### src/rtl/nvio_ipt_arb.sv
// Round-robin arbiter that shares the inverted-page-table MMU between the instruction-fetch (m0)
// and load/store (m1) ports, with page-fault and no-ack timeout abort.
module nvio_ipt_arb #(
    parameter int unsigned TMO_BITS = 8
) (
    input  logic          rst,
    input  logic          clk,

    input  logic          m0_cyc_i,
    input  logic          m0_stb_i,
    input  logic          m0_we_i,
    input  logic          m0_cs_i,
    input  logic [15:0]   m0_sel_i,
    input  logic [63:0]   m0_vadr_i,
    input  logic [63:0]   m0_dat_i,
    input  logic [1:0]    m0_bte_i,
    input  logic [2:0]    m0_cti_i,
    output logic          m0_ack_o,
    output logic          m0_err_o,
    output logic [63:0]   m0_dat_o,
    output logic          m0_exv_o,
    output logic          m0_rdv_o,
    output logic          m0_wrv_o,
    output logic          m0_prv_o,

    input  logic          m1_cyc_i,
    input  logic          m1_stb_i,
    input  logic          m1_we_i,
    input  logic          m1_cs_i,
    input  logic [15:0]   m1_sel_i,
    input  logic [63:0]   m1_vadr_i,
    input  logic [63:0]   m1_dat_i,
    input  logic [1:0]    m1_bte_i,
    input  logic [2:0]    m1_cti_i,
    output logic          m1_ack_o,
    output logic          m1_err_o,
    output logic [63:0]   m1_dat_o,
    output logic          m1_exv_o,
    output logic          m1_rdv_o,
    output logic          m1_wrv_o,
    output logic          m1_prv_o,

    output logic          mmu_cyc_o,
    output logic          mmu_stb_o,
    output logic          mmu_we_o,
    output logic          mmu_cs_o,
    output logic          mmu_icl_o,
    output logic [15:0]   mmu_sel_o,
    output logic [63:0]   mmu_vadr_o,
    output logic [63:0]   mmu_dat_o,
    output logic [1:0]    mmu_bte_o,
    output logic [2:0]    mmu_cti_o,
    input  logic          mmu_ack_i,
    input  logic          mmu_page_fault_i,
    input  logic          mmu_exv_i,
    input  logic          mmu_rdv_i,
    input  logic          mmu_wrv_i,
    input  logic          mmu_prv_i,
    input  logic [63:0]   mmu_dat_i
);

    typedef enum logic [1:0] {
        StIdle,
        StGnt0,
        StGnt1,
        StAbort
    } state_t;

    state_t              r_state;
    state_t              w_state_nxt;
    logic                r_last;
    logic                w_last_nxt;
    logic [TMO_BITS-1:0] r_tmo;
    logic [TMO_BITS-1:0] w_tmo_nxt;
    logic                r_tmo_err;

    logic w_req0;
    logic w_req1;
    logic w_gnt0;
    logic w_gnt1;
    logic w_granted;
    logic w_cyc_g;
    logic w_tmo_max;
    logic w_tmo_fire;
    logic w_abort_cyc;

    assign w_req0      = m0_cyc_i & m0_stb_i;
    assign w_req1      = m1_cyc_i & m1_stb_i;
    assign w_gnt0      = (r_state == StGnt0);
    assign w_gnt1      = (r_state == StGnt1);
    assign w_granted   = w_gnt0 | w_gnt1;
    assign w_cyc_g     = w_gnt1 ? m1_cyc_i : m0_cyc_i;
    assign w_tmo_max   = &r_tmo;
    // Ack and page fault both take precedence over a timeout in the same cycle.
    assign w_tmo_fire  = w_granted & w_cyc_g & ~mmu_ack_i & ~mmu_page_fault_i & w_tmo_max;
    // r_last still names the aborted port while in StAbort.
    assign w_abort_cyc = r_last ? m1_cyc_i : m0_cyc_i;

    always_ff @(posedge clk or posedge rst) begin
        if (rst) begin
            r_state   <= StIdle;
            r_last    <= 1'b1;
            r_tmo     <= '0;
            r_tmo_err <= 1'b0;
        end else begin
            r_state   <= w_state_nxt;
            r_last    <= w_last_nxt;
            r_tmo     <= w_tmo_nxt;
            r_tmo_err <= w_tmo_fire;
        end
    end

    always_comb begin
        w_state_nxt = r_state;
        w_last_nxt  = r_last;
        unique case (r_state)
            StIdle: begin
                if (w_req0 && (!w_req1 || r_last)) begin
                    w_state_nxt = StGnt0;
                    w_last_nxt  = 1'b0;
                end else if (w_req1) begin
                    w_state_nxt = StGnt1;
                    w_last_nxt  = 1'b1;
                end
            end
            StGnt0, StGnt1: begin
                if (mmu_page_fault_i) begin
                    w_state_nxt = StAbort;
                end else if (!w_cyc_g) begin
                    w_state_nxt = StIdle;
                end else if (w_tmo_fire) begin
                    w_state_nxt = StAbort;
                end
            end
            StAbort: begin
                if (!w_abort_cyc) begin
                    w_state_nxt = StIdle;
                end
            end
            default: w_state_nxt = StIdle;
        endcase
    end

    // Saturates at all-ones; the abort path leaves it there until IDLE clears it.
    always_comb begin
        w_tmo_nxt = r_tmo;
        if (r_state == StIdle || mmu_ack_i) begin
            w_tmo_nxt = '0;
        end else if (w_granted && w_cyc_g && !w_tmo_max) begin
            w_tmo_nxt = r_tmo + {{(TMO_BITS-1){1'b0}}, 1'b1};
        end
    end

    always_comb begin
        mmu_cyc_o  = 1'b0;
        mmu_stb_o  = 1'b0;
        mmu_we_o   = 1'b0;
        mmu_cs_o   = 1'b0;
        mmu_icl_o  = 1'b0;
        mmu_sel_o  = '0;
        mmu_vadr_o = '0;
        mmu_dat_o  = '0;
        mmu_bte_o  = '0;
        mmu_cti_o  = '0;
        m0_ack_o   = 1'b0;
        m0_err_o   = 1'b0;
        m0_dat_o   = '0;
        m0_exv_o   = 1'b0;
        m0_rdv_o   = 1'b0;
        m0_wrv_o   = 1'b0;
        m0_prv_o   = 1'b0;
        m1_ack_o   = 1'b0;
        m1_err_o   = 1'b0;
        m1_dat_o   = '0;
        m1_exv_o   = 1'b0;
        m1_rdv_o   = 1'b0;
        m1_wrv_o   = 1'b0;
        m1_prv_o   = 1'b0;

        if (w_gnt0) begin
            mmu_cyc_o  = m0_cyc_i;
            mmu_stb_o  = m0_stb_i;
            mmu_we_o   = m0_we_i;
            mmu_cs_o   = m0_cs_i;
            mmu_icl_o  = 1'b1;
            mmu_sel_o  = m0_sel_i;
            mmu_vadr_o = m0_vadr_i;
            mmu_dat_o  = m0_dat_i;
            mmu_bte_o  = m0_bte_i;
            mmu_cti_o  = m0_cti_i;
            m0_ack_o   = mmu_ack_i & ~mmu_page_fault_i;
            m0_err_o   = mmu_page_fault_i;
            m0_dat_o   = mmu_dat_i;
            m0_exv_o   = mmu_exv_i;
            m0_rdv_o   = mmu_rdv_i;
            m0_wrv_o   = mmu_wrv_i;
            m0_prv_o   = mmu_prv_i;
        end

        if (w_gnt1) begin
            mmu_cyc_o  = m1_cyc_i;
            mmu_stb_o  = m1_stb_i;
            mmu_we_o   = m1_we_i;
            mmu_cs_o   = m1_cs_i;
            mmu_sel_o  = m1_sel_i;
            mmu_vadr_o = m1_vadr_i;
            mmu_dat_o  = m1_dat_i;
            mmu_bte_o  = m1_bte_i;
            mmu_cti_o  = m1_cti_i;
            m1_ack_o   = mmu_ack_i & ~mmu_page_fault_i;
            m1_err_o   = mmu_page_fault_i;
            m1_dat_o   = mmu_dat_i;
            m1_exv_o   = mmu_exv_i;
            m1_rdv_o   = mmu_rdv_i;
            m1_wrv_o   = mmu_wrv_i;
            m1_prv_o   = mmu_prv_i;
        end

        if (r_state == StAbort && r_tmo_err) begin
            if (r_last) begin
                m1_err_o = 1'b1;
            end else begin
                m0_err_o = 1'b1;
            end
        end
    end

endmodule

### config.mk
export PLATFORM = sky130hd
export DESIGN_NAME = nvio_ipt_arb
export DESIGN_NICKNAME = d
export VERILOG_FILES = /design/src/rtl/nvio_ipt_arb.sv
export SDC_FILE = /design/constraint.sdc
export NUM_CORES = 1
export LEC_CHECK = 0
export CORE_AREA = 2 2 260 262
export CTS_CLUSTER_SIZE = 25
export DETAILED_ROUTE_END_ITERATION = 16
export DIE_AREA = 0 0 262 264
export PLACE_DENSITY = 0.3
export SLEW_MARGIN = 30
export SYNTH_ARGS = -nofsm -noshare
export SYNTH_HDL_FRONTEND = slang
export SYNTH_SLANG_ARGS = --single-unit
export TNS_END_PERCENT = 100
### constraint.sdc
create_clock -name clk -period 2.47 [get_ports clk]
set_input_delay 0.3705 -clock clk [delete_from_list [all_inputs] [get_ports clk]]
set_output_delay 0.3705 -clock clk [all_outputs]
set_load 0.05 [all_outputs]
## Yosys cells after proc, flatten, opt, wreduce, memory -nomap -nowiden

Cells that the tools add are included.

| storage, ports and cells | value |
|---|---|
| logic and storage cells | 86 |
| register bits after elaboration | 12 |
| bits of input ports | 378 |
| output and inout bits | 294 |

| cells by class | value |
|---|---|
| bitwise logic cells | 10 |
| reductions and logical operators | 15 |
| equal/unequal tests | 6 |
| muxes and demuxes | 50 |
| add/sub/neg operators | 1 |

Operator list:

| operator | number |
|---|---|
| two-way mux 64 bit | 6 |
| two-way mux 16 bit | 2 |
| two-way mux 1 bit | 29 |
| two-way mux 2 bit | 8 |
| two-way mux 8 bit | 2 |
| adder 8 x 1 -> 8 bit, second input constant | 1 |
| AND reduction 8 bit | 1 |
| AND 1 bit | 7 |
| two-way mux 3 bit | 2 |
| case mux 2 bit (3 select lines) | 1 |
| equality test 2 bit, second input constant | 2 |
| logical AND 1 bit | 4 |
| inequality test 4 bit, second input constant | 1 |
| nonzero test 2 bit | 2 |
| inequality test 3 bit, second input constant | 1 |
| AND reduction 3 bit | 1 |
| equality test 2 x 1 -> 1 bit, second input constant | 1 |
| logical NOT 1 bit | 2 |
| logical NOT 2 bit | 1 |
| logical OR 1 bit | 2 |
| inequality test 2 bit, second input constant | 1 |
| NOT 1 bit | 2 |
| AND reduction 2 bit | 1 |
| OR reduction 2 bit | 1 |
| OR 1 bit | 1 |

## Longest topological paths before layout

| logic depth | value |
|---|---|
| depth in word-level cells | 10 |
| gate-level depth with buffers | 7 |
| depth with buffers taken out | 6 |

## Least setup slack after synthesis

Ideal clock, no wire load.

| timing path | value |
|---|---|
| path kind | flip-flop to output port |
| from | reg r_state[1] |
| to | out mmu_dat_o[61] |
| arrival time | 2.982 ns |
| stages on the path, launching flop included | 8 |
| required time | 2.099 ns |
| setup slack | -0.882 ns |
| cell sequence | dfrtp_1 > inv_1 > ha_1 > clkbuf_1 > clkbuf_1 > clkbuf_1 > nand2_1 > o21ai_0 |

| between the ends | value |
|---|---|
| cells in the longest elaborated chain, start to end | 3 |
| elaborated cells on any way between the ends | 4 |
| those cells by class | 2 x eq/ne; 2 x mux |

RTL lines:

| item | line | source |
|---|---|---|
| start, declared | 69 | `state_t r_state;` |
| start signal, assigned | 101 | `r_state <= StIdle;` |
| start signal, assigned | 106 | `r_state <= w_state_nxt;` |
| equality test 2 x 1 -> 1 bit | 89 | `assign w_gnt0 = (r_state == StGnt0);` |
| two-way mux 64 bit | 180 | `if (w_gnt0) begin` |
| two-way mux 64 bit (*) | 200 | `if (w_gnt1) begin` |
| end, declared | 50 | `output logic [63:0] mmu_dat_o,` |

Mark *: on every way between the ends. The rest lies on a longest branch, timed or not.

## Worst setup path in the final report

| timing path | value |
|---|---|
| from | reg r_state[0] |
| to | out mmu_vadr_o[9] |

| between the ends | value |
|---|---|
| cells in the longest elaborated chain, start to end | 3 |
| elaborated cells on any way between the ends | 4 |
| those cells by class | 2 x eq/ne; 2 x mux |

RTL lines:

| item | line | source |
|---|---|---|
| equality test 2 x 1 -> 1 bit | 89 |  |
| two-way mux 64 bit | 180 |  |
| two-way mux 64 bit (*) | 200 |  |
| end, declared | 49 | `output logic [63:0] mmu_vadr_o,` |

Marks and branches as above.

==> results.cfg <==
[run_status]
status = complete, no violations

[detailed_routing]
ant_nets = 0
via_per_inst = 3.28
dr.pass1.iters = 4
routed_wl_mm = 38.4
drc = 0
via_count = 7373
routedWlPerCell_microns = 17.1
first_iter_violations = 225

[setup_path]
worstPathRequired_ns = 2.10
cpMostUsedCell = buf_12
rr_startpoint = r_state[1]
r2r_cells = 5
cp.arrival_ns = 1.95
r2r_slack_ns = 0.57
critPathMaxFanout = 33
worst_setup_path_end_kind = output port
timing.rr.end = r_tmo[7]
worst_path_largest_cell_delay_ns = 0.42
crit_type = reg -> out
crit_slowest_cell = dfrtp_1
start_kind = flop
crit_path_cell_trace = inv_2, ha_4, buf_12, buf_12, nand2_1, o21ai_4, buf_12

[floorplanning]
die-area_sq_mm = 0.0692
ioPinCount = 672
die_w_microns = 262
rows = 95
core_area_sq_mm = 0.0666
start_util_pct = 5.66
die_h_microns = 264

[synth]
syn_area_sq_mm = 0.00377
ys_types = 37
synth_edf_count = 0
synth_flop_cell = dfrtp_1
synth_seq_cells = 12
synth_cells = 729
synth_fp_nets = 1113
avgSynthCellArea_sq_um = 5.17
yosysSeqAreaShare_pct = 8.00
synthArstFlopShare_pct = 100
synth_warnings = 0

[timing]
period_share_pct = 93.8
period_needed_ns = 2.32
fmax_ghz = 0.431
finalHoldViolCount = 0
setup_tns_ns = 0
finalClockSkew_ns = 0.000910
slew_viol_final = 0
max_slew.worst_pin.slew_ns = 0.526
finalSetupViolations = 0
rsz0062_at_grt = no
relSlewSlack_pct = 64.9

[grt]
grt_use_total_pct = 10.4
grt_pass1_wl_mm = 53.9
grt_max_degree = 70
grt_pass1_vias = 7746
grt_antenna_before_repair = 3
gr-total-overflow = 0

[cts]
insertion_delay_ns = 0.24
clock_path_buffers = 2
cts_max_level = 1
cts_sinks = 12
cts_tree = yes
cts_buffers = 3
path_clk_slew_ns = 0.04
ctsHoldBuffers = 0
cts_root_buf = clkbuf_16

[run]
max_cap_viol_count = 0

[layout]
fill_cells = 7105
finish.utilization_pct = 24.0
fin_nets = 1759
multi_input_area_sq_mm = 0.00437
area_growth_pct = 324
antenna_cells = 0
seqCellArea_sq_um = 302
drive_above_1_share_pct = 35.4

[hold_path]
hold_path_class = in -> async

[power_and_ir_drop]
ir_drop_v = 0.000523
p_leak_nw = 5.97
power_mw = 22.6
pwr_density_cell_mw_per_mm2 = 1410

[place]
port_buffers = 671
dp.final_hpwl_mm = 33.9
routabilityCongestion = 0.794
worst max-delay path, delay by kind of cell (launching register included):
family | cells | cell delay (ns)
AO/OA/AOI/OAI | 1 | 0.11
flip-flops | 1 | 0.42
AND/OR/NAND/NOR | 1 | 0.14
adder cells (fa/ha/maj) | 1 | 0.23
buffers and inverters | 4 | 0.74
cells by family after synthesis:
group	after synthesis	share of synthesized area (%)
simple gates	461	56.4
compound gates	172	24.7
buf+inv	71	7.07
flops	12	8.00
fa+ha+maj	6	1.99
xor+xnor	4	0.929
mux	3	0.962
synthesized netlist by cell type, types with 2 or more instances:
master	instances	area share, %
inv_1	5	0.50
and2_1	137	23
nand4_1	3	0.50
xor2_1	3	0.70
ha_1	6	2.0
o21ai_0	151	20
and3_1	3	0.50
nor2b_1	2	0.33
buf_1	17	1.7
nor2_1	7	0.70
a32oi_1	3	0.70
a22o_1	7	1.6
nor3_1	2	0.27
clkbuf_1	49	4.9
and3b_1	2	0.46
a21oi_1	3	0.40
dfrtp_1	11	7.3
nand3b_1	2	0.40
nand2_1	298	30
layer usage:
layer	GRT usage, %	routed length, microns	part of all wire [%]	up-vias
li1	-	-	-	3670
met5	0	46	0.12	-
met1	10.6	13200	34	3314
met3	3.73	4110	11	14
met4	0.718	173	0.45	6
met2	20.6	20900	54	369
state kept, by name, indices dropped and copies added (netlist names):
signal / flops
r_state: 2
r_last: 1
r_tmo_err: 1
r_tmo: 8
power breakdown:
group	switching, mW	leakage, nW	internal, mW
Clock	0.0925	0.0382	0.218
Combinational	12.4	5.77	9.61
Sequential	0.0474	0.160	0.242
Total	12.5	5.97	10.1
how the worst max path moves through the flow:
stage	startpoint	endpoint	slack [ns]	depth (start not counted)
floorplan	r_state[1]	mmu_dat_o[61]	-0.37	7
detailed placement	r_state[1]	mmu_vadr_o[63]	0.1	5
global route	r_state[0]	mmu_vadr_o[36]	0.05	7
finish	r_state[0]	mmu_vadr_o[9]	0.15	7
global placement	r_state[1]	mmu_vadr_o[63]	0.06	5
CTS	r_state[0]	mmu_dat_o[40]	0.02	7
per-stage QoR:
step	instance area, sq um	setup slack (ns)	hold slack [ns]	std cells
global placement	15900	0.0556	0.536	2241
global route	16000	0.0542	0.526	2247
floorplan	4910	-0.372	0.234	729
finish	16000	0.152	0.463	2247
detailed placement	15900	0.0998	0.552	2241
CTS	15900	0.0171	0.483	2245
cells in the final DEF, fill, tap and decap left out, drive strengths merged, types with 2 or more instances in the layout:
cell type / instances
inv: 5
and3: 3
o2111ai: 2
buf: 329
nor3: 2
ha: 6
a21oi: 3
nor2b: 2
nor2: 7
a22o: 7
nand3b: 2
dfrtp: 11
and2: 137
and3b: 2
clkdlybuf4s50: 377
a32oi: 3
xor2: 3
mux2: 2
clkbuf: 5
o21ai: 151
nand4: 3
nand2: 298
timing repair:
action,in CTS,in global routing
gates resized for setup,1,4
setup endpoints to repair,7,35
cloned,0,1
buffers inserted,0,1
layout make-up:
type                    instances  share of cell area (%)
clock buffers                   4                   0.493
repair buffers                707                    63.4
inverters                       5                   0.117
well taps                     873                    6.83
flip-flops and latches         12                    1.88
multi-input cells             646                    27.3
(Power assumes the default switching activity.)
